===== config.mk =====
export PLATFORM = sky130hd
export DESIGN_NAME = llc_bus_responder_flat
export DESIGN_NICKNAME = d
export VERILOG_FILES = /design/src/rtl/llc_bus_responder_if.sv /design/src/rtl/llc_bus_responder.sv /design/src/flat_wrapper.sv
export SDC_FILE = /design/constraint.sdc
export NUM_CORES = 1
export LEC_CHECK = 0
export ABC_AREA = 1
export CAP_MARGIN = 15
export CORE_ASPECT_RATIO = 0.8
export CORE_MARGIN = 2
export CORE_UTILIZATION = 45
export CTS_CLUSTER_SIZE = 14
export DETAILED_ROUTE_END_ITERATION = 6
export GPL_TIMING_DRIVEN = 0
export PLACE_DENSITY = 0.77
export SKIP_CTS_REPAIR_TIMING = 1
export SLEW_MARGIN = 20
export SYNTH_ARGS = -nofsm -noshare
export SYNTH_HDL_FRONTEND = slang
export SYNTH_SLANG_ARGS = --single-unit

===== constraint.sdc =====
create_clock -name clk -period 2.7 [get_ports clk]
set_clock_uncertainty 0.15 [all_clocks]
set_input_delay 0.54 -clock clk [delete_from_list [all_inputs] [get_ports clk]]
set_output_delay 0.54 -clock clk [all_outputs]
set_load 0.01 [all_outputs]

===== src/rtl/llc_bus_responder_if.sv =====
// Bus-side bundle between the LLC, the peer caches and the memory port.
// Handshake: a request transfers on a rising clk edge where req_valid and
// req_ready are both high; req_op/req_addr must be stable while req_valid is
// high. snoop_req and rsp_valid are single-cycle strobes, mem_req is held
// until the edge where mem_ack is sampled high.
interface llc_bus_responder_if #(
   parameter int N_AGENTS = 3
) ();
   logic                  req_valid;
   logic                  req_ready;
   logic [1:0]            req_op;
   logic [31:0]           req_addr;
   logic                  snoop_req;
   logic [1:0]            snoop_op;
   logic [31:0]           snoop_addr;
   logic [N_AGENTS-1:0]   snoop_valid;
   logic [2*N_AGENTS-1:0] snoop_res;
   logic                  wb_valid;
   logic                  mem_req;
   logic                  mem_we;
   logic                  mem_ack;
   logic                  rsp_valid;
   logic [1:0]            rsp_result;

   // Responder side
   modport slave (
      input  req_valid, req_op, req_addr, snoop_valid, snoop_res, wb_valid, mem_ack,
      output req_ready, snoop_req, snoop_op, snoop_addr, mem_req, mem_we,
             rsp_valid, rsp_result
   );

   // LLC / peer / memory side
   modport master (
      output req_valid, req_op, req_addr, snoop_valid, snoop_res, wb_valid, mem_ack,
      input  req_ready, snoop_req, snoop_op, snoop_addr, mem_req, mem_we,
             rsp_valid, rsp_result
   );
endinterface


===== src/rtl/llc_bus_responder.sv =====
// LLC bus responder: accepts one bus operation, snoops the peers, merges
// their replies (HITM > HIT > NOHIT), optionally waits for a peer writeback,
// runs the memory transaction and returns the merged result to the LLC.
// Every output is a flop decoded from the next state, so outputs line up
// with the state register and no input reaches an output combinationally.
module llc_bus_responder #(
   parameter int N_AGENTS      = 3,
   parameter int SNOOP_TIMEOUT = 8
) (
   input  logic              clk,
   input  logic              reset,
   llc_bus_responder_if.slave bus,
   output logic [31:0]       txn_count,
   output logic [31:0]       hitm_count,
   output logic [2:0]        state_dbg
);

   localparam logic [1:0] OP_READ  = 2'd0;
   localparam logic [1:0] OP_WRITE = 2'd1;
   localparam logic [1:0] OP_INV   = 2'd2;
   localparam logic [1:0] OP_RWIM  = 2'd3;

   localparam logic [1:0] RES_HIT   = 2'd0;
   localparam logic [1:0] RES_HITM  = 2'd1;
   localparam logic [1:0] RES_NOHIT = 2'd2;
   localparam logic [1:0] RES_NONE  = 2'd3;

   localparam int CW = $clog2(SNOOP_TIMEOUT + 1);

   typedef enum logic [2:0] {
      ST_IDLE    = 3'd0,
      ST_SNOOP   = 3'd1,
      ST_COLLECT = 3'd2,
      ST_WB_WAIT = 3'd3,
      ST_MEM     = 3'd4,
      ST_DONE    = 3'd5
   } state_e;

   state_e                state_q, state_d;
   logic [1:0]            op_q, op_d;
   logic [31:0]           addr_q, addr_d;
   logic [N_AGENTS-1:0]   mask_q, mask_d;
   logic [1:0]            merge_q, merge_d;
   logic [CW-1:0]         cnt_q, cnt_d;
   logic [1:0]            rsp_result_q, rsp_result_d;
   logic [31:0]           txn_q, txn_d;
   logic [31:0]           hitm_q, hitm_d;
   logic                  req_ready_q, req_ready_d;
   logic                  snoop_req_q, snoop_req_d;
   logic                  mem_req_q, mem_req_d;
   logic                  mem_we_q, mem_we_d;
   logic                  rsp_valid_q, rsp_valid_d;
   logic [1:0]            fin_res;
   logic                  collect_exit;

   // Next-state, merge, counters and output decode
   always_comb begin
      state_d      = state_q;
      op_d         = op_q;
      addr_d       = addr_q;
      mask_d       = mask_q;
      merge_d      = merge_q;
      cnt_d        = cnt_q;
      rsp_result_d = rsp_result_q;
      txn_d        = txn_q;
      hitm_d       = hitm_q;
      fin_res      = RES_NONE;
      collect_exit = 1'b0;

      case (state_q)
         ST_IDLE: begin
            // req_ready is high throughout IDLE, so valid alone accepts
            if (bus.req_valid) begin
               op_d    = bus.req_op;
               addr_d  = bus.req_addr;
               state_d = (bus.req_op == OP_WRITE) ? ST_MEM : ST_SNOOP;
            end
         end
         ST_SNOOP: begin
            mask_d  = '0;
            merge_d = RES_NOHIT;
            // the first COLLECT cycle is cycle 1
            cnt_d   = CW'(1);
            state_d = ST_COLLECT;
         end
         ST_COLLECT: begin
            for (int i = 0; i < N_AGENTS; i++) begin
               if (bus.snoop_valid[i] && !mask_q[i]) begin
                  mask_d[i] = 1'b1;
                  if (bus.snoop_res[2*i +: 2] == RES_HITM) begin
                     merge_d = RES_HITM;
                  end else if ((bus.snoop_res[2*i +: 2] == RES_HIT) && (merge_d != RES_HITM)) begin
                     merge_d = RES_HIT;
                  end
               end
            end
            collect_exit = (&mask_d) || (cnt_q == CW'(SNOOP_TIMEOUT));
            if (collect_exit) begin
               if (op_q == OP_INV) begin
                  state_d = ST_DONE;
               end else if (merge_d == RES_HITM) begin
                  state_d = ST_WB_WAIT;
               end else begin
                  state_d = ST_MEM;
               end
            end else begin
               cnt_d = cnt_q + CW'(1);
            end
         end
         ST_WB_WAIT: begin
            if (bus.wb_valid) begin
               state_d = ST_MEM;
            end
         end
         ST_MEM: begin
            if (bus.mem_ack) begin
               state_d = ST_DONE;
            end
         end
         ST_DONE: begin
            state_d = ST_IDLE;
         end
         default: begin
            state_d = ST_IDLE;
         end
      endcase

      // Result and statistics are committed on entry to DONE so they are
      // already visible in the rsp_valid cycle.
      if ((state_d == ST_DONE) && (state_q != ST_DONE)) begin
         fin_res      = (op_q == OP_WRITE) ? RES_NONE : merge_d;
         rsp_result_d = fin_res;
         txn_d        = txn_q + 32'd1;
         if (fin_res == RES_HITM) begin
            hitm_d = hitm_q + 32'd1;
         end
      end

      req_ready_d = (state_d == ST_IDLE);
      snoop_req_d = (state_d == ST_SNOOP);
      mem_req_d   = (state_d == ST_MEM);
      mem_we_d    = (state_d == ST_MEM) && (op_d == OP_WRITE);
      rsp_valid_d = (state_d == ST_DONE);
   end

   // State, datapath and registered outputs
   always_ff @(posedge clk) begin
      if (!reset) begin
         state_q      <= ST_IDLE;
         op_q         <= OP_READ;
         addr_q       <= '0;
         mask_q       <= '0;
         merge_q      <= RES_NOHIT;
         cnt_q        <= '0;
         rsp_result_q <= RES_NONE;
         txn_q        <= '0;
         hitm_q       <= '0;
         req_ready_q  <= 1'b1;
         snoop_req_q  <= 1'b0;
         mem_req_q    <= 1'b0;
         mem_we_q     <= 1'b0;
         rsp_valid_q  <= 1'b0;
      end else begin
         state_q      <= state_d;
         op_q         <= op_d;
         addr_q       <= addr_d;
         mask_q       <= mask_d;
         merge_q      <= merge_d;
         cnt_q        <= cnt_d;
         rsp_result_q <= rsp_result_d;
         txn_q        <= txn_d;
         hitm_q       <= hitm_d;
         req_ready_q  <= req_ready_d;
         snoop_req_q  <= snoop_req_d;
         mem_req_q    <= mem_req_d;
         mem_we_q     <= mem_we_d;
         rsp_valid_q  <= rsp_valid_d;
      end
   end

   assign bus.req_ready  = req_ready_q;
   assign bus.snoop_req  = snoop_req_q;
   assign bus.snoop_op   = op_q;
   assign bus.snoop_addr = addr_q;
   assign bus.mem_req    = mem_req_q;
   assign bus.mem_we     = mem_we_q;
   assign bus.rsp_valid  = rsp_valid_q;
   assign bus.rsp_result = rsp_result_q;
   assign txn_count      = txn_q;
   assign hitm_count     = hitm_q;
   assign state_dbg      = state_q;

endmodule


===== src/flat_wrapper.sv =====
// flat-port wrapper written by rule: the top's interface ports become plain ports
module llc_bus_responder_flat 
#(
   parameter int N_AGENTS      = 3,
   parameter int SNOOP_TIMEOUT = 8
)
  (clk, reset, txn_count, hitm_count, state_dbg, bus_req_valid, bus_req_op, bus_req_addr, bus_snoop_valid, bus_snoop_res, bus_wb_valid, bus_mem_ack, bus_req_ready, bus_snoop_req, bus_snoop_op, bus_snoop_addr, bus_mem_req, bus_mem_we, bus_rsp_valid, bus_rsp_result);
  llc_bus_responder_if #(.N_AGENTS(N_AGENTS)) bus_i ();
  input  logic clk;
  input  logic reset;
  output logic [31:0] txn_count;
  output logic [31:0] hitm_count;
  output logic [2:0] state_dbg;
  input wire logic [$bits(bus_i.req_valid)-1:0] bus_req_valid;
  input wire logic [$bits(bus_i.req_op)-1:0] bus_req_op;
  input wire logic [$bits(bus_i.req_addr)-1:0] bus_req_addr;
  input wire logic [$bits(bus_i.snoop_valid)-1:0] bus_snoop_valid;
  input wire logic [$bits(bus_i.snoop_res)-1:0] bus_snoop_res;
  input wire logic [$bits(bus_i.wb_valid)-1:0] bus_wb_valid;
  input wire logic [$bits(bus_i.mem_ack)-1:0] bus_mem_ack;
  output wire logic [$bits(bus_i.req_ready)-1:0] bus_req_ready;
  output wire logic [$bits(bus_i.snoop_req)-1:0] bus_snoop_req;
  output wire logic [$bits(bus_i.snoop_op)-1:0] bus_snoop_op;
  output wire logic [$bits(bus_i.snoop_addr)-1:0] bus_snoop_addr;
  output wire logic [$bits(bus_i.mem_req)-1:0] bus_mem_req;
  output wire logic [$bits(bus_i.mem_we)-1:0] bus_mem_we;
  output wire logic [$bits(bus_i.rsp_valid)-1:0] bus_rsp_valid;
  output wire logic [$bits(bus_i.rsp_result)-1:0] bus_rsp_result;
  assign bus_i.req_valid = bus_req_valid;
  assign bus_i.req_op = bus_req_op;
  assign bus_i.req_addr = bus_req_addr;
  assign bus_i.snoop_valid = bus_snoop_valid;
  assign bus_i.snoop_res = bus_snoop_res;
  assign bus_i.wb_valid = bus_wb_valid;
  assign bus_i.mem_ack = bus_mem_ack;
  assign bus_req_ready = bus_i.req_ready;
  assign bus_snoop_req = bus_i.snoop_req;
  assign bus_snoop_op = bus_i.snoop_op;
  assign bus_snoop_addr = bus_i.snoop_addr;
  assign bus_mem_req = bus_i.mem_req;
  assign bus_mem_we = bus_i.mem_we;
  assign bus_rsp_valid = bus_i.rsp_valid;
  assign bus_rsp_result = bus_i.rsp_result;
  llc_bus_responder #(.N_AGENTS(N_AGENTS), .SNOOP_TIMEOUT(SNOOP_TIMEOUT)) u_core (.clk(clk), .reset(reset), .bus(bus_i), .txn_count(txn_count), .hitm_count(hitm_count), .state_dbg(state_dbg));
endmodule

### Yosys cells after proc, flatten, opt, wreduce, memory -nomap -nowiden

Cells that the tools add are included.

| operators by class | value |
|---|---|
| shift-type cells | 0 |
| mux-type cells | 33 |
| $lt $le $gt $ge | 0 |
| divide/modulo/power cells | 0 |
| reduce and logical (&&, ||, !) cells | 22 |
| multiply operators | 0 |
| add/sub/neg operators | 3 |
| equality and inequality tests | 22 |
| bitwise logic cells | 0 |

Operators by type and width:

| kind | count |
|---|---|
| adder 32 x 1 -> 32 bit, second input constant | 2 |
| 2-to-1 mux 2 bit | 15 |
| 2-to-1 mux 3 bit | 7 |
| equality test 2 x 1 -> 1 bit, second input constant | 8 |
| case mux 3 bit (5 select lines) | 1 |
| equality test 3 bit, second input constant | 3 |
| logical AND 1 bit | 8 |
| case mux 4 bit (2 select lines) | 1 |
| equality test 3 x 1 -> 1 bit, second input constant | 2 |
| equality test 3 x 2 -> 1 bit, second input constant | 2 |
| logical NOT 2 bit | 3 |
| logical NOT 3 bit | 2 |
| 2-to-1 mux 1 bit | 6 |
| inequality test 2 x 1 -> 1 bit, second input constant | 3 |
| case mux 3 bit (2 select lines) | 1 |
| AND reduction 2 bit | 3 |
| adder 4 x 1 -> 4 bit, second input constant | 1 |
| equality test 4 bit, second input constant | 1 |
| 2-to-1 mux 4 bit | 1 |
| case mux 2 bit (2 select lines) | 1 |
| logical NOT 1 bit | 3 |
| inequality test 3 bit, second input constant | 1 |
| AND reduction 3 bit | 1 |
| equality test 2 bit, second input constant | 1 |
| other kinds (3) | 3 |

| storage, ports and cells | value |
|---|---|
| RAM bits | 0 |
| bits in latches | 0 |
| bits in registers | 117 |
| output and inout bits | 108 |
| memory bits (read-only) | 0 |
| memories kept | 0 |
| input port bits | 48 |

### Logic depth before layout (Yosys ltp)

| depth | value |
|---|---|
| depth after elaboration | 26 |
| depth in mapped cells | 17 |

### Worst setup path after synthesis

No wires, ideal clock.

| timing | value |
|---|---|
| path type | input to register |
| start point | input port bus_snoop_res[1] |
| end point | register u_core.hitm_q[0], in the netlist u_core.hitm_count[0] |
| stages on the path | 16 |
| data required time | 2437 ps |
| arrival time | 1862 ps |
| slack | 575 ps |
| path through | inv_1 -> nand3_1 -> nand2_1 -> nor2_1 -> nand2_1 -> nand2_1 -> nand2_1 -> nand3_1 -> nand2_1 -> nand2_1 -> nand2_2 -> nor2_8 -> nand3_4 -> buf_2 -> nor2_1 -> nor2_1 |

| on the way | value |
|---|---|
| longest elaborated chain between the ends | 26 |
| elaborated cells on any way between the ends | 30 |
| those cells by class | eq/ne (6); mux (18); reduce/logical (6) |

RTL lines:

| element | line | text |
|---|---|---|
| start, declared | flat_wrapper.sv:18 | `input wire logic [$bits(bus_i.snoop_res)-1:0] bus_snoop_res;` |
| logical NOT 2 bit | llc_bus_responder.sv:92 | `end else if ((bus.snoop_res[2*i +: 2] == RES_HIT) && (merge_d != RES_HITM)) begin` |
| logical AND 1 bit | llc_bus_responder.sv:92 |  |
| 2-to-1 mux 2 bit | llc_bus_responder.sv:92 |  |
| 2-to-1 mux 2 bit * | llc_bus_responder.sv:90 | `if (bus.snoop_res[2*i +: 2] == RES_HITM) begin` |
| 2-to-1 mux 2 bit * | llc_bus_responder.sv:88 | `if (bus.snoop_valid[i] && !mask_q[i]) begin` |
| 2-to-1 mux 2 bit * | llc_bus_responder.sv:70 | `case (state_q)` |
| inequality test 2 x 1 -> 1 bit | llc_bus_responder.sv:92 |  |
| logical AND 1 bit | llc_bus_responder.sv:92 |  |
| [... 10 more ...] | n/a |  |
| equality test 2 x 1 -> 1 bit | llc_bus_responder.sv:101 | `end else if (merge_d == RES_HITM) begin` |
| 2-to-1 mux 3 bit | llc_bus_responder.sv:101 |  |
| 2-to-1 mux 3 bit | llc_bus_responder.sv:99 | `if (op_q == OP_INV) begin` |
| 2-to-1 mux 3 bit | llc_bus_responder.sv:98 | `if (collect_exit) begin` |
| case mux 3 bit (5 select lines) | llc_bus_responder.sv:70 |  |
| equality test 3 bit | llc_bus_responder.sv:130 | `if ((state_d == ST_DONE) && (state_q != ST_DONE)) begin` |
| logical AND 1 bit | llc_bus_responder.sv:130 |  |
| AND reduction 2 bit (no line) * | n/a |  |
| end signal, assigned | llc_bus_responder.sv:172 | `hitm_q <= hitm_d;` |
| end, declared | llc_bus_responder.sv:47 | `logic [31:0] hitm_q, hitm_d;` |

Every way passes the cells marked *; elsewhere a longest branch is shown, timed or not. The select of a mux whose other input is x is not followed.
A chain may end at the register's enable or synchronous reset.

### Worst setup path after layout

| timing | value |
|---|---|
| start point | input port bus_snoop_valid[0] |
| end point | register u_core.hitm_q[12], in the netlist u_core.hitm_count[12] |

| on the way | value |
|---|---|
| longest elaborated chain between the ends | 23 |
| elaborated cells on any way between the ends | 30 |
| those cells by class | eq/ne (5); mux (18); reduce/logical (7) |

RTL lines:

| element | line | text |
|---|---|---|
| start, declared | flat_wrapper.sv:17 | `input wire logic [$bits(bus_i.snoop_valid)-1:0] bus_snoop_valid;` |
| logical AND 1 bit * | llc_bus_responder.sv:88 |  |
| 2-to-1 mux 2 bit | llc_bus_responder.sv:88 |  |
| 2-to-1 mux 2 bit | llc_bus_responder.sv:70 |  |
| inequality test 2 x 1 -> 1 bit | llc_bus_responder.sv:92 |  |
| logical AND 1 bit | llc_bus_responder.sv:92 |  |
| 2-to-1 mux 2 bit | llc_bus_responder.sv:92 |  |
| 2-to-1 mux 2 bit | llc_bus_responder.sv:90 |  |
| 2-to-1 mux 2 bit | llc_bus_responder.sv:88 |  |
| [... 7 more ...] | n/a |  |
| equality test 2 x 1 -> 1 bit | llc_bus_responder.sv:101 |  |
| 2-to-1 mux 3 bit | llc_bus_responder.sv:101 |  |
| 2-to-1 mux 3 bit | llc_bus_responder.sv:99 |  |
| 2-to-1 mux 3 bit | llc_bus_responder.sv:98 |  |
| case mux 3 bit (5 select lines) | llc_bus_responder.sv:70 |  |
| equality test 3 bit | llc_bus_responder.sv:130 |  |
| logical AND 1 bit | llc_bus_responder.sv:130 |  |
| AND reduction 2 bit (no line) * | n/a |  |

Marked as above.

==> run_results.csv <==
group,metric,value,unit
setup_path,worst_setup_path_end_kind,"flip-flop",
clock_tree,clockBufferDepth,2,
floorplanning,dieArea,0.0143,mm^2
detailed_routing,vias,6438,
setup_path,reg2reg_to,"u_core.hitm_count[21]",
worst_hold_path,min-delay-start,"u_core.bus.snoop_addr[8]",
pwr,p_leak,3.12,nW
logic_synthesis,synth_cell_types,36,
clock_tree,cts_max_level,4,
logic_synthesis,yosysTopAreaCell,"dfxtp_1",
sta,report.final.hold_viol_count,0,
setup_path,reg2reg_depth,9,
clock_tree,root_buffer,"clkbuf_16",
setup_path,max_stage_delay,550,ps
logic_synthesis,synth-seq-area-share,38.9,%
logic_synthesis,netlist_area,0.00603,mm^2
sta,maxSlewViolCount,0,
detailed_routing,routed_wl,19200,um
placement,gp_congestion,1.01,
logic_synthesis,yosys_warnings,0,
detailed_routing,wire_per_inst,15.6,um
finish,syn2layout_area_growth,40.6,%
setup_path,cp_top_family,"simple AND/OR/NAND/NOR gates",
pwr,switchingPower,0.00135,W
logic_synthesis,synth_area_leaders,"dfxtp_1 39%, nand2_1 12%, nor2_1 8.6%, xor2_1 6.7%, a21oi_1 5.9%",
logic_synthesis,synth_top_area_share,38.9,%
clock_tree,cts_tree,"built",
setup_path,arrival,2590,ps
detailed_routing,antenna_left,0,
logic_synthesis,synthCells,871,
pwr,power_frac_clock,46.7,%
detailed_routing,route.detailed.drc,0,
global_route,antenna_found_initial,0,
logic_synthesis,avgSynthCellArea,6.92,um^2
sta,slew_headroom,54.1,%
finish,insertedDiodeCount,0,
pwr,internal-power,0.00372,W
finish,final_nets,1099,
floorplanning,num_io_pins,156,
detailed_routing,first_iter_violations,571,
floorplanning,initial_utilization,46.5,%
floorplanning,core_area,0.0130,mm^2
sta,fin_crit_sh,91.7,%
sta,max_slew.worst_pin.slew,683,ps
setup_path,rrSetupSlack,270,ps
pwr,combPwrFrac,16.3,%
global_route,grt_pass1_vias,5918,
floorplanning,num_rows,37,
global_route,grt-ovfl-total,0,
pwr,power,0.00506,W
sta,period_needed,2470,ps
setup_path,path_buf_inv,2,
global_route,grt_pass1_wl,30300,um
global_route,grt_max_degree,17,
detailed_routing,vias_per_cell,5.21,
finish,final_cell_mix,"188 x nand2_1, 155 x clkdlybuf4s50_1, 137 x nor2_1, 117 x dfxtp_1, 71 x a21oi_1",
clock_tree,clk_pin_slew,60,ps
pwr,irDropWorstVdd,0.488,mV
placement,dp.cells,1201,
setup_path,r2r_start,"u_core.hitm_count[0]",
global_route,track_usage,26.8,%
setup_path,slowest_stage,"clkdlybuf4s50_1",
flow_run,maxCapViolations,0,
pwr,pwr-share-seq,37.0,%
clock_tree,worstSkewPairLatency,420,ps
sta,finalSetupTns,0,ps
setup_path,crit_top_cell,"nand2_1",
setup_path,path_cells,"clkdlybuf4s50_1 > nand4_1 > nand2_1 > nand2_1 > nand2_1 > nand2_1 > nand2_1 > nand2_1 > nand3_2 > nand2_1 > nand2_2 > nand2_2 > nor2_8 > nand3_4 > buf_6 > nand2_1 > a21oi_1",
finish,layoutNonFillerInstCount,1235,
setup_path,crit_type,"input pin to flip-flop",
logic_synthesis,synth_fp_nets,923,
worst_hold_path,whs_endpoint,"u_core.bus.snoop_addr[8]",
setup_path,cp_data_required_time,2820,ps
run_status,status,"complete, no violations",
sta,rsz0062_at_grt,"no",
clock_tree,cts.sinks,117,
setup_path,crit_path_max_fanout,10,
floorplanning,die_w,133,um
finish,layout_commonest_cell,"nand2_1",
worst_hold_path,hold_depth,2,
sta,setup_viol,0,
finish,drive_gt1_share,6.98,%
setup_path,cp-start-kind,"input pin",
worst_hold_path,hp-class,"flip-flop to flip-flop",
sta,fmax,0.404,GHz
detailed_routing,firstDrtPassIters,7,
pwr,swShare,26.6,%
clock_tree,cts_buffers,17,
logic_synthesis,yosys_register_bits,117,
placement,port_buffers,155,
floorplanning,fp.dieH,108,um
pwr,powerDensity,598,mW/mm^2
placement,place_hpwl,14500,um
==> power groups by stage <==
| stage | sequential, W | combinational (W) | clock, W |
|---|---|---|---|
| global route | 0.00188 | 0.000900 | 0.00246 |
| detailed placement | 0.00191 | 0.000803 | 0 |
| finish | 0.00187 | 0.000823 | 0.00237 |
| CTS | 0.00187 | 0.000810 | 0.00239 |
| floorplan | 0.00195 | 0.000397 | 0 |
| global placement | 0.00191 | 0.000793 | 0 |
==> flip-flops by register name, summed over array words and instances, names as in the netlist <==
name                   cells
u_core.mask_q              3
u_core.cnt_q               4
u_core.bus.rsp_result      2
u_core.bus.snoop_addr     32
u_core.txn_count          32
u_core.bus.snoop_req       1
u_core.hitm_count         32
u_core.bus.req_ready       1
u_core.bus.snoop_op        2
u_core.bus.mem_req         1
u_core.state_dbg           3
u_core.merge_q             2
u_core.bus.mem_we          1
u_core.bus.rsp_valid       1
==> worst register-to-register path: cells and delay by family (launching register included) <==
| family | cells | cell delay, ps |
|---|---|---|
| and+or+nand+nor | 4 | 1020 |
| buffers and inverters | 3 | 450 |
| DFF | 1 | 380 |
| xor gates and xnor gates | 1 | 220 |
| AOI/OAI and AO/OA | 1 | 140 |
==> stage by stage <==
stage          worst slack, ps  instance area [um^2]  hold WS (ps)  util [%]
5_1_grt                   3.93                  8480           348      65.4
3_5_place_dp              -308                  7800           322      60.2
6_report                   225                  8480           328      65.4
3_3_place_gp              -324                  7800           312      60.2
4_1_cts                    101                  8420           334      64.9
2_1_floorplan              575                  6030           303         -
==> how the worst max path moves through the flow <==
| stage | depth (start not counted) | end | start |
|---|---|---|---|
| after floorplan | 16 | u_core.hitm_count[0] | bus_snoop_res[1] |
| after global placement | 12 | u_core.hitm_count[31] | bus_snoop_valid[0] |
| after detailed placement | 12 | u_core.hitm_count[16] | bus_snoop_valid[0] |
| after CTS | 12 | u_core.hitm_count[31] | bus_snoop_valid[0] |
| after global routing | 17 | u_core.hitm_count[7] | bus_snoop_valid[1] |
| final | 17 | u_core.hitm_count[12] | bus_snoop_valid[0] |
==> Yosys cell counts <==
cell type	n
nand2_1	189
nor2_1	138
dfxtp_1	117
a21oi_1	71
inv_1	56
xor2_1	46
nand3_1	41
nand4_1	41
o21ai_0	39
nor3_1	33
clkbuf_1	18
nor4_1	16
xnor2_1	14
buf_2	9
buf_4	8
inv_2	6
ha_1	4
buf_1	3
nand2_2	3
or2_2	3
a211oi_1	1
a21oi_4	1
a31oi_1	1
and3_1	1
buf_6	1
clkinv_1	1
nand2_4	1
nand3_4	1
nor2_2	1
nor2_8	1
nor3_2	1
nor3b_1	1
o211ai_1	1
o21ai_1	1
o221ai_1	1
o22ai_1	1
==> layout make-up <==
class / count / area (um^2)
tap: 175 / 219
clock inverter: 12 / 180
fill: 1165 / 4490
timing repair buffer: 157 / 1570
sequential: 117 / 2340
clock buffer: 20 / 437
inverter: 63 / 236
buffer: 39 / 218
multi-input combinational: 652 / 3280
==> routing by layer <==
layer | vias to the layer above | GRT usage, % | part of all wire [%]
met1 | 2944 | 38.6 | 49
met3 | 38 | 5.08 | 7.0
met5 | - | 0 | 0
li1 | 3224 | - | -
met4 | 0 | 9.42 | 2.1
met2 | 232 | 40.1 | 42
==> kinds of logic after synthesis <==
group                    after synthesis  synth area share [%]
AND/OR/NAND/NOR                      471                  34.4
flip-flops                           117                  38.9
AO/OA/AOI/OAI                        117                  10.1
buffers and inverters                102                  7.16
XOR/XNOR                              60                  8.72
adder cells (fa/ha/maj)                4                 0.830
No activity file was read; power rests on OpenSTA's default activity.
